$ cat src/rtl/dmem_pkg.sv
// Shared state encodings, mask constants and the alignment rule for the data-memory arbiter.
package dmem_pkg;

  typedef enum logic [1:0] {
    ST_IDLE   = 2'd0,
    ST_ACCESS = 2'd1,
    ST_DONE   = 2'd2
  } state_t;

  localparam logic [3:0] MASK_B = 4'b0001;
  localparam logic [3:0] MASK_H = 4'b0011;
  localparam logic [3:0] MASK_W = 4'b1111;

  // Byte accesses are always aligned; any mask that is not byte or half is a word.
  function automatic logic is_misaligned(input logic [3:0] mask, input logic [1:0] addr_lo);
    logic mis;
    if (mask == MASK_B) begin
      mis = 1'b0;
    end else if (mask == MASK_H) begin
      mis = addr_lo[0];
    end else begin
      mis = (addr_lo != 2'b00);
    end
    return mis;
  endfunction

endpackage

$ cat src/rtl/dmem_arbiter_rr_arb2.sv
// Combinational 2-way round-robin picker; on a tie the port that did not win last time is chosen.
module rr_arb2
  import dmem_pkg::*;
(
  input  logic [1:0] req,
  input  logic       last,
  output logic       grant_valid,
  output logic       grant_idx
);

  assign grant_valid = |req;
  assign grant_idx   = (req == 2'b11) ? ~last : req[1];

endmodule

$ cat src/rtl/dmem_arbiter.sv
// Serialises two req/ack ports onto one data memory: grant in IDLE, one-cycle ACCESS, ack in DONE.
// Request seen at cycle N -> memory access in N+1, ack in N+2; next grant no earlier than N+3.
module dmem_arbiter
  import dmem_pkg::*;
#(
  parameter int DATA_W = 32,
  parameter int ADDR_W = 32
) (
  input  logic              clk,
  input  logic              rst,
  input  logic              req0,
  input  logic              req1,
  input  logic              we0,
  input  logic              we1,
  input  logic [ADDR_W-1:0] addr0,
  input  logic [ADDR_W-1:0] addr1,
  input  logic [DATA_W-1:0] wdata0,
  input  logic [DATA_W-1:0] wdata1,
  input  logic [3:0]        mask0,
  input  logic [3:0]        mask1,
  output logic              ack0,
  output logic              ack1,
  output logic              err0,
  output logic              err1,
  output logic [DATA_W-1:0] rdata0,
  output logic [DATA_W-1:0] rdata1,
  output logic              mem_ce,
  output logic              mem_we,
  output logic              mem_rd,
  output logic [ADDR_W-1:0] mem_addr,
  output logic [DATA_W-1:0] mem_wdata,
  output logic [3:0]        mem_w_mask,
  output logic [3:0]        mem_r_mask,
  input  logic [DATA_W-1:0] mem_rdata
);

  typedef struct packed {
    logic              we;
    logic [ADDR_W-1:0] addr;
    logic [DATA_W-1:0] wdata;
    logic [3:0]        mask;
    logic              idx;
    logic              err;
  } lat_t;

  state_t            state_q, state_d;
  logic              last_q, last_d;
  lat_t              lat_q, lat_d;
  logic [1:0]        ack_q, ack_d;
  logic [1:0]        err_q, err_d;
  logic [DATA_W-1:0] rdata0_q, rdata0_d;
  logic [DATA_W-1:0] rdata1_q, rdata1_d;
  logic              mem_ce_q, mem_ce_d;
  logic              mem_we_q, mem_we_d;
  logic              mem_rd_q, mem_rd_d;

  logic              grant_valid;
  logic              grant_idx;

  rr_arb2 u_rr_arb2 (
    .req         ({req1, req0}),
    .last        (last_q),
    .grant_valid (grant_valid),
    .grant_idx   (grant_idx)
  );

  always_comb begin
    state_d  = state_q;
    last_d   = last_q;
    lat_d    = lat_q;
    ack_d    = 2'b00;
    err_d    = 2'b00;
    rdata0_d = rdata0_q;
    rdata1_d = rdata1_q;
    mem_ce_d = 1'b0;
    mem_we_d = 1'b0;
    mem_rd_d = 1'b0;

    case (state_q)
      ST_IDLE: begin
        if (grant_valid) begin
          lat_d.we    = grant_idx ? we1    : we0;
          lat_d.addr  = grant_idx ? addr1  : addr0;
          lat_d.wdata = grant_idx ? wdata1 : wdata0;
          lat_d.mask  = grant_idx ? mask1  : mask0;
          lat_d.idx   = grant_idx;
          // Evaluated on the payload being latched so the ACCESS-cycle controls can be registered.
          lat_d.err   = is_misaligned(lat_d.mask, lat_d.addr[1:0]);
          last_d      = grant_idx;
          mem_ce_d    = ~lat_d.err;
          mem_we_d    = ~lat_d.err & lat_d.we;
          mem_rd_d    = ~lat_d.err & ~lat_d.we;
          state_d     = ST_ACCESS;
        end
      end
      ST_ACCESS: begin
        ack_d[lat_q.idx] = 1'b1;
        err_d[lat_q.idx] = lat_q.err;
        if (!lat_q.we && !lat_q.err) begin
          if (lat_q.idx) begin
            rdata1_d = mem_rdata;
          end else begin
            rdata0_d = mem_rdata;
          end
        end
        state_d = ST_DONE;
      end
      ST_DONE: begin
        state_d = ST_IDLE;
      end
      default: begin
        state_d = ST_IDLE;
      end
    endcase
  end

  always_ff @(posedge clk) begin
    if (rst) begin
      state_q  <= ST_IDLE;
      last_q   <= 1'b1;
      lat_q    <= '0;
      ack_q    <= 2'b00;
      err_q    <= 2'b00;
      rdata0_q <= '0;
      rdata1_q <= '0;
      mem_ce_q <= 1'b0;
      mem_we_q <= 1'b0;
      mem_rd_q <= 1'b0;
    end else begin
      state_q  <= state_d;
      last_q   <= last_d;
      lat_q    <= lat_d;
      ack_q    <= ack_d;
      err_q    <= err_d;
      rdata0_q <= rdata0_d;
      rdata1_q <= rdata1_d;
      mem_ce_q <= mem_ce_d;
      mem_we_q <= mem_we_d;
      mem_rd_q <= mem_rd_d;
    end
  end

  assign ack0       = ack_q[0];
  assign ack1       = ack_q[1];
  assign err0       = err_q[0];
  assign err1       = err_q[1];
  assign rdata0     = rdata0_q;
  assign rdata1     = rdata1_q;
  assign mem_ce     = mem_ce_q;
  // A reset landing on the ACCESS cycle must not let the store commit at that edge.
  assign mem_we     = mem_we_q & ~rst;
  assign mem_rd     = mem_rd_q;
  assign mem_addr   = lat_q.addr;
  assign mem_wdata  = lat_q.wdata;
  assign mem_w_mask = lat_q.mask;
  assign mem_r_mask = lat_q.mask;

endmodule

$ cat config.mk
export PLATFORM = sky130hd
export DESIGN_NAME = dmem_arbiter
export DESIGN_NICKNAME = d
export VERILOG_FILES = /design/src/rtl/dmem_pkg.sv /design/src/rtl/dmem_arbiter_rr_arb2.sv /design/src/rtl/dmem_arbiter.sv
export SDC_FILE = /design/constraint.sdc
export NUM_CORES = 1
export LEC_CHECK = 0
export BUFFER_PORTS_ARGS = -buffer_cell sky130_fd_sc_hd__buf_2
export CORE_ASPECT_RATIO = 0.5
export CORE_MARGIN = 4
export CORE_UTILIZATION = 35
export DETAILED_ROUTE_END_ITERATION = 16
export HOLD_SLACK_MARGIN = 0.08
export PLACE_DENSITY_LB_ADDON = 0.12
export SYNTH_ARGS = -nofsm -noshare
export SYNTH_HDL_FRONTEND = slang
export SYNTH_HIERARCHICAL = 1
export SYNTH_SLANG_ARGS = --single-unit
export TNS_END_PERCENT = 1
$ cat constraint.sdc
create_clock -name clk -period 2.59 [get_ports clk]
set_input_delay 0.3885 -clock clk [delete_from_list [all_inputs] [get_ports clk]]
set_output_delay 0.3885 -clock clk [all_outputs]
set_load 0.02 [all_outputs]
Yosys cells after proc, flatten, opt, wreduce, memory -nomap -nowiden
Index checks and enable logic that the tools add are counted.
Widths: inputs -> output; s select.
{"block": "totals", "regBits": 145, "out_inout_bits": 143, "word_cells": 59}
{"block": "classes", "magnitude_cmp": 2, "n_eq_ne": 5, "muxes": 13, "n_bitwise": 12, "n_reduce_logical": 12}
{"cell": "$mux 32", "count": 2}
{"cell": "$not 1->1", "count": 8}
{"cell": "$mux 1", "count": 7}
{"cell": "$reduce_and 3->1", "count": 2}
{"cell": "$eq 4x1->1 const B", "count": 1}
{"cell": "$eq 4x2->1 const B", "count": 1}
{"cell": "$mux 4", "count": 1}
{"cell": "$pmux 2 s2", "count": 1}
{"cell": "$reduce_or 2->1", "count": 2}
{"cell": "$and 1x1->1", "count": 3}
{"cell": "$reduce_or 3->1", "count": 1}
{"cell": "$and 2x2->2", "count": 1}
{"cell": "$eq 2x1->1 const B", "count": 1}
{"cell": "$eq 2x2->1 const B", "count": 1}
{"cell": "$logic_and 1x1->1", "count": 2}
{"cell": "$logic_not 1->1", "count": 2}
{"cell": "$logic_not 2->1", "count": 1}
{"cell": "$lt 1x2->1 const B", "count": 1}
{"cell": "$mux 2", "count": 1}
{"cell": "$ne 2x2->1 const B", "count": 1}
{"cell": "$reduce_and 2->1", "count": 1}
{"cell": "$reduce_bool 2->1", "count": 1}
{"cell": "$demux 1 s1", "count": 1}
{"cell": "$ge 1x1->1 const B", "count": 1}

Longest topological paths before layout
{"block": "logic_depth", "ltp_word": 10, "depth_mapped": 6, "mapped_depth_nobuf": 4}

By module
Netlist, hierarchy kept.
{"module": "dmem_arbiter", "instances": 1, "cells_each": 718, "area_per_inst_um2": 6428.7}
{"module": "rr_arb2", "instances": 1, "cells_each": 2, "area_per_inst_um2": 13.8}

Worst setup path before layout
No wires, ideal clock.
{"block": "synth_timing", "path_type": "input-to-reg", "startpoint": "in req1", "endpoint": "reg mem_we_q", "setup_ns": 0.114, "arrival_ns": 1.360, "required_ns": 2.476, "setup_slack_ns": 1.116, "path_stages": 5, "n_path_buf": 2, "path_cell_list": "a21boi_1 buf_2 clkbuf_4 a21oi_1 a2111oi_0"}
{"block": "synth_via", "elab_chain_len": 10}
{"item": "from (decl)", "line_no": "dmem_arbiter.sv:12", "text": "input logic req1,"}
{"item": "$eq 2x2->1", "line_no": "dmem_arbiter_rr_arb2.sv:12", "text": "assign grant_idx = (req == 2'b11) ? ~last : req[1];"}
{"item": "$mux 1", "line_no": "dmem_arbiter_rr_arb2.sv:12"}
{"item": "$mux 4 / $mux 32 (equally long branches)", "line_no": "dmem_arbiter.sv:85, dmem_arbiter.sv:83"}
{"item": "$eq 4x2->1 / $reduce_bool 2->1 (equally long branches)", "line_no": "dmem_pkg.sv:19, dmem_pkg.sv:22"}
{"item": "$mux 1", "line_no": "dmem_pkg.sv:19", "text": "end else if (mask == MASK_H) begin"}
{"item": "$mux 1", "line_no": "dmem_pkg.sv:17", "text": "if (mask == MASK_B) begin"}
{"item": "$mux 1", "line_no": "dmem_arbiter.sv:81", "text": "if (grant_valid) begin"}
{"item": "$mux 1", "line_no": "dmem_arbiter.sv:79", "text": "case (state_q)"}
{"item": "$not 1->1", "line_no": "dmem_arbiter.sv:91", "text": "mem_we_d = ~lat_d.err & lat_d.we;"}
{"item": "$and 1x1->1", "line_no": "dmem_arbiter.sv:91"}
{"item": "to (signal assigned)", "line_no": "dmem_arbiter.sv:138", "text": "mem_we_q <= mem_we_d;"}
{"item": "to (decl)", "line_no": "dmem_arbiter.sv:54", "text": "logic mem_we_q, mem_we_d;"}
Parallel ways exist; a longest one is shown, timed or not. The select of a mux whose other input is x is not followed.
A chain may end at the register's enable or synchronous reset.

Final worst setup path
{"block": "layout_timing", "startpoint": "reg state_q[0]", "endpoint": "reg rdata1_q[0], in the netlist rdata1[0]"}
{"block": "layout_via", "elab_chain_len": 2}
{"item": "from (decl)", "line_no": "dmem_arbiter.sv:46", "text": "state_t state_q, state_d;"}
{"item": "from (signal assigned)", "line_no": "dmem_arbiter.sv:130", "text": "state_q <= state_d;"}
{"item": "$eq 2x1->1", "line_no": "dmem_arbiter.sv:79"}
{"item": "$reduce_and 3->1 (no source line)"}
{"item": "to (signal assigned)", "line_no": "dmem_arbiter.sv:136", "text": "rdata1_q <= rdata1_d;"}
{"item": "to (decl)", "line_no": "dmem_arbiter.sv:52", "text": "logic [DATA_W-1:0] rdata1_q, rdata1_d;"}
Every way passes these cells.

==> impl_metrics.xml <==
<?xml version="1.0" encoding="UTF-8"?>
<metrics>
  <group name="sta">
    <metric name="hold_viol_final" unit="">0</metric>
    <metric name="worst-slew-pin-transition" unit="ns">0.7304</metric>
    <metric name="report.final.slew_viol_count" unit="">0</metric>
    <metric name="fin_setup_tns" unit="ns">0</metric>
    <metric name="finalCritPeriodShare" unit="">0.7301</metric>
    <metric name="clock_tree_skew_after_final_layout" unit="ns">0.01012</metric>
    <metric name="maxSlewHeadroom" unit="">0.5131</metric>
    <metric name="rsz0062_at_grt" unit="">false</metric>
    <metric name="setup_viol" unit="">0</metric>
    <metric name="maxClockFrequency" unit="GHz">0.5288</metric>
    <metric name="layout_min_cycle_time" unit="ns">1.891</metric>
  </group>
  <group name="hold_path">
    <metric name="min-delay-start" unit="">mem_rdata[31]</metric>
    <metric name="worstHoldPathType" unit="">in2reg</metric>
  </group>
  <group name="global_routing">
    <metric name="first_global_vias" unit="">5471</metric>
    <metric name="first_pass_grt_wire_length" unit="um">28450</metric>
    <metric name="grt_start_max_net_pins" unit="">85</metric>
    <metric name="grt_overflow_total" unit="">0</metric>
    <metric name="gr-usage-all-layers" unit="">0.1678</metric>
    <metric name="antenna_violations_before_repair" unit="">0</metric>
  </group>
  <group name="power">
    <metric name="clock_power_share" unit="">0.413</metric>
    <metric name="comb_power_share" unit="">0.185</metric>
    <metric name="net_switching_power_of_the_design" unit="mW">1.765</metric>
    <metric name="sequentialPowerShare" unit="">0.401</metric>
    <metric name="power_switching_share" unit="">0.2842</metric>
    <metric name="p_per_area" unit="nW/um^2">756.1</metric>
    <metric name="ir_drop" unit="mV">0.4268</metric>
    <metric name="power.static_leakage" unit="nW">3.750</metric>
    <metric name="p_int" unit="mW">4.446</metric>
  </group>
  <group name="drt">
    <metric name="drtPass1Iterations" unit="">4</metric>
    <metric name="drtIter0Drc" unit="">238</metric>
    <metric name="drcViolationCount" unit="">0</metric>
    <metric name="vias_per_cell" unit="">4.886</metric>
    <metric name="routed_wire_length_per_instance" unit="um">15.51</metric>
    <metric name="ant_nets" unit="">0</metric>
    <metric name="route.final.wire_length" unit="um">18230</metric>
    <metric name="routed_via_count" unit="">5741</metric>
  </group>
  <group name="floorplanning">
    <metric name="floorplan.initialDensity" unit="">0.3640</metric>
    <metric name="io_pins" unit="">317</metric>
    <metric name="die_w" unit="um">199.9</metric>
    <metric name="fp.dieH" unit="um">103.9</metric>
    <metric name="die_area" unit="um^2">20770</metric>
    <metric name="std_cell_rows" unit="">34</metric>
    <metric name="design.core.area" unit="um^2">17700</metric>
  </group>
  <group name="logic_synthesis">
    <metric name="synth.area.mux_share" unit="">0.1057</metric>
    <metric name="synth_fp_nets" unit="">894</metric>
    <metric name="yosysSeqAreaShare" unit="">0.4506</metric>
    <metric name="post_synth.cell_area_avg" unit="um^2">8.948</metric>
    <metric name="ys_types" unit="">33</metric>
    <metric name="synth_simple_gate_area_frac" unit="">0.1130</metric>
    <metric name="synth_top_family_by_area" unit="">compound AO/OA/AOI/OAI gates</metric>
    <metric name="syn_inst" unit="">720</metric>
    <metric name="postSynthRegisterBits" unit="">145</metric>
    <metric name="synth_xor_xnor_area_share" unit="">0</metric>
    <metric name="compound_cell_area_share_of_the_yosys_netlist" unit="">0.1917</metric>
    <metric name="yosysWarningCount" unit="">6</metric>
    <metric name="synth_fa_ha_area_frac" unit="">0</metric>
    <metric name="synthesis.area" unit="um^2">6442</metric>
  </group>
  <group name="setup_path">
    <metric name="worstPathMaxFanout" unit="">64</metric>
    <metric name="worst-endpoint-required" unit="ns">2.87</metric>
    <metric name="arrival_time_of_the_worst_setup_path" unit="ns">2.17</metric>
    <metric name="crit-reg2reg-launch" unit="">state_q[0]</metric>
    <metric name="slowest_delay" unit="ns">0.61</metric>
    <metric name="timing.critical_path.slowest_stage_cell" unit="">or4b_2</metric>
    <metric name="startpoint_to_endpoint_class_of_the_critical_path" unit="">reg2reg</metric>
    <metric name="critPathLaunchType" unit="">register</metric>
    <metric name="startpoint" unit="">state_q[0]</metric>
    <metric name="critPathTopFamily" unit="">simple AND/OR/NAND/NOR gates</metric>
    <metric name="worstPathBufferInverterCount" unit="">1</metric>
    <metric name="critical_path.cell_chain" unit="">or4b_2 &gt; buf_4 &gt; o21ai_0 &gt; a21oi_1</metric>
    <metric name="worstSetupEndpointType" unit="">register</metric>
  </group>
  <group name="layout">
    <metric name="flow.area_growth_from_synthesis" unit="%">27.52</metric>
    <metric name="fin_nets" unit="">1102</metric>
    <metric name="fillerInstances" unit="">1807</metric>
    <metric name="layout-drive-gt1-share" unit="">0.3911</metric>
    <metric name="post-route-util" unit="">0.4642</metric>
    <metric name="antenna_diodes" unit="">0</metric>
  </group>
  <group name="clock_network">
    <metric name="max-clock-path-buffers" unit="">2</metric>
    <metric name="clock_tree_from_tritoncts" unit="">done</metric>
    <metric name="cts_num_sinks" unit="">145</metric>
    <metric name="clk_pin_slew_worst_paths" unit="ns">0.06</metric>
    <metric name="cts_resized" unit="">0</metric>
    <metric name="cts-htree-levels" unit="">4</metric>
    <metric name="cts_hold_buffers" unit="">0</metric>
    <metric name="clock_latency" unit="ns">0.41</metric>
    <metric name="cts-root-buf" unit="">clkbuf_16</metric>
    <metric name="post_cts_buffers" unit="">0</metric>
    <metric name="numCtsBuffers" unit="">17</metric>
  </group>
  <group name="run_status">
    <metric name="run_status" unit="">finished clean</metric>
  </group>
  <group name="flow_run">
    <metric name="timing.max_cap.violations" unit="">0</metric>
  </group>
  <group name="placed_design">
    <metric name="place_congestion" unit="">0.7508</metric>
    <metric name="hpwl" unit="um">13020</metric>
    <metric name="port_buffers" unit="">316</metric>
  </group>
</metrics>
[worst register-to-register path: cells and delay by family (launching register included)]
kind / cells / cell delay (ns)
simple gates: 1 / 0.61
flops: 1 / 0.42
compound gates: 2 / 0.41
buf+inv: 1 / 0.34
[cell usage after synthesis]
master	number	area, um^2
nor2b_1	2	12.51
nor2_1	74	277.8
a211oi_1	70	525.5
nor3b_1	1	7.510
buf_1	2	7.510
a22oi_1	1	7.510
nor4b_1	1	8.760
mux2i_1	68	680.7
o21ai_2	2	17.52
nor3_1	3	15.01
buf_2	23	115.1
or2_1	1	6.260
and3_1	2	12.51
nand3_1	64	320.3
o21ai_1	58	290.3
o21ai_0	4	20.02
dfxtp_1	145	2903
buf_6	7	78.83
nand2_1	6	22.52
a21boi_0	1	7.510
a21boi_1	1	7.510
a21oi_1	68	340.3
clkbuf_1	31	116.4
a41o_1	1	10.01
a2111oi_0	1	8.760
inv_1	2	7.510
or4b_1	1	10.01
or3b_2	1	8.760
and2_1	1	6.260
clkbuf_4	1	7.510
buf_4	75	563.0
nand3b_1	1	7.510
nor3b_2	1	12.51
[cells by family (layout without fill, tap and decap cells)]
logic type | after synthesis | after routing
AO/OA/AOI/OAI | 207 | 207
buffers and inverters | 141 | 362
flip-flops | 145 | 145
multiplexers | 68 | 68
AND/OR/NAND/NOR | 159 | 159
[path summary, 6_finish.rpt]
check	endpoint	slack, ns	depth (start not counted)
min	rdata1[31]	0.25	3
max	rdata1[0]	0.70	4
max reg2reg	rdata1[0]	0.70	4
min reg2reg	rdata0[16]	0.46	2
[cell type report]
type | count | area (um^2) | area share
flip-flops and latches | 145 | 2904 | 0.3535
multi-input cells | 434 | 2668 | 0.3247
repair buffers | 328 | 1724 | 0.2099
clock buffers | 18 | 429.2 | 0.05224
well taps | 234 | 292.8 | 0.03564
clock inverters | 14 | 190.2 | 0.02315
inverters | 2 | 7.507 | 0.0009138
[placed cells by master (no fill, tap or decap)]
cell type     n
buf_2       315
dfxtp_1     144
nor2_1       74
a211oi_1     70
mux2i_1      68
a21oi_1      68
nand3_1      64
o21ai_1      58
clkbuf_16    17
buf_4         9
nand2_1       6
o21ai_0       4
clkinv_2      4
clkinv_4      4
bufinv_16     4
buf_12        4
nor3_1        3
nor2b_1       2
and3_1        2
o21ai_2       2
clkinvlp_4    2
nor3b_4       1
or3b_2        1
and2_1        1
inv_2         1
inv_1         1
nor4b_2       1
or4b_2        1
nor3b_1       1
a41o_1        1
a22oi_1       1
a21boi_0      1
a2111oi_0     1
nand3b_1      1
clkbuf_1      1
dfxtp_2       1
or2_1         1
a21boi_4      1
[sequential cells by signal (all words and copies together), names as in the netlist]
register    count
ack_q           2
err_q           2
rdata0         32
mem_ce          1
last_q          1
state_q         2
mem_addr       32
rdata1         32
mem_wdata      32
mem_r_mask      4
lat_q           3
mem_we_q        1
mem_rd          1
[stage by stage]
step           instance area, um^2  worst slack (ns)  power (mW)  cells  hold slack [ns]
5_1_grt                       8215            0.5849       6.531   1175           0.2346
6_report                      8215            0.6991       6.211   1175           0.2540
3_3_place_gp                  7596            0.7488       3.694   1143           0.4507
4_1_cts                       8215            0.7128       6.315   1175           0.2275
3_5_place_dp                  7596            0.7201       3.708   1143           0.4593
2_1_floorplan                 6442             1.116       3.459    720           0.4373
[power by group through the flow]
| stage | Clock (mW) | Sequential, mW | Combinational [mW] |
|---|---|---|---|
| 2_1_floorplan | 0 | 2.57 | 0.889 |
| 3_3_place_gp | 0 | 2.54 | 1.16 |
| 3_5_place_dp | 0 | 2.54 | 1.17 |
| 4_1_cts | 2.65 | 2.49 | 1.17 |
| 5_1_grt | 2.75 | 2.51 | 1.27 |
| 6_report | 2.57 | 2.49 | 1.15 |
[per-layer routing]
| metal | track usage | vias up | share of wire |
|---|---|---|---|
| met2 | 0.2761 | 174 | 0.48 |
| met4 | 0.04942 | 0 | 0.014 |
| li1 | - | 2912 | - |
| met1 | 0.2097 | 2638 | 0.44 |
| met5 | 0 | - | 0 |
| met3 | 0.05534 | 17 | 0.066 |
(Power assumes the default switching activity.)
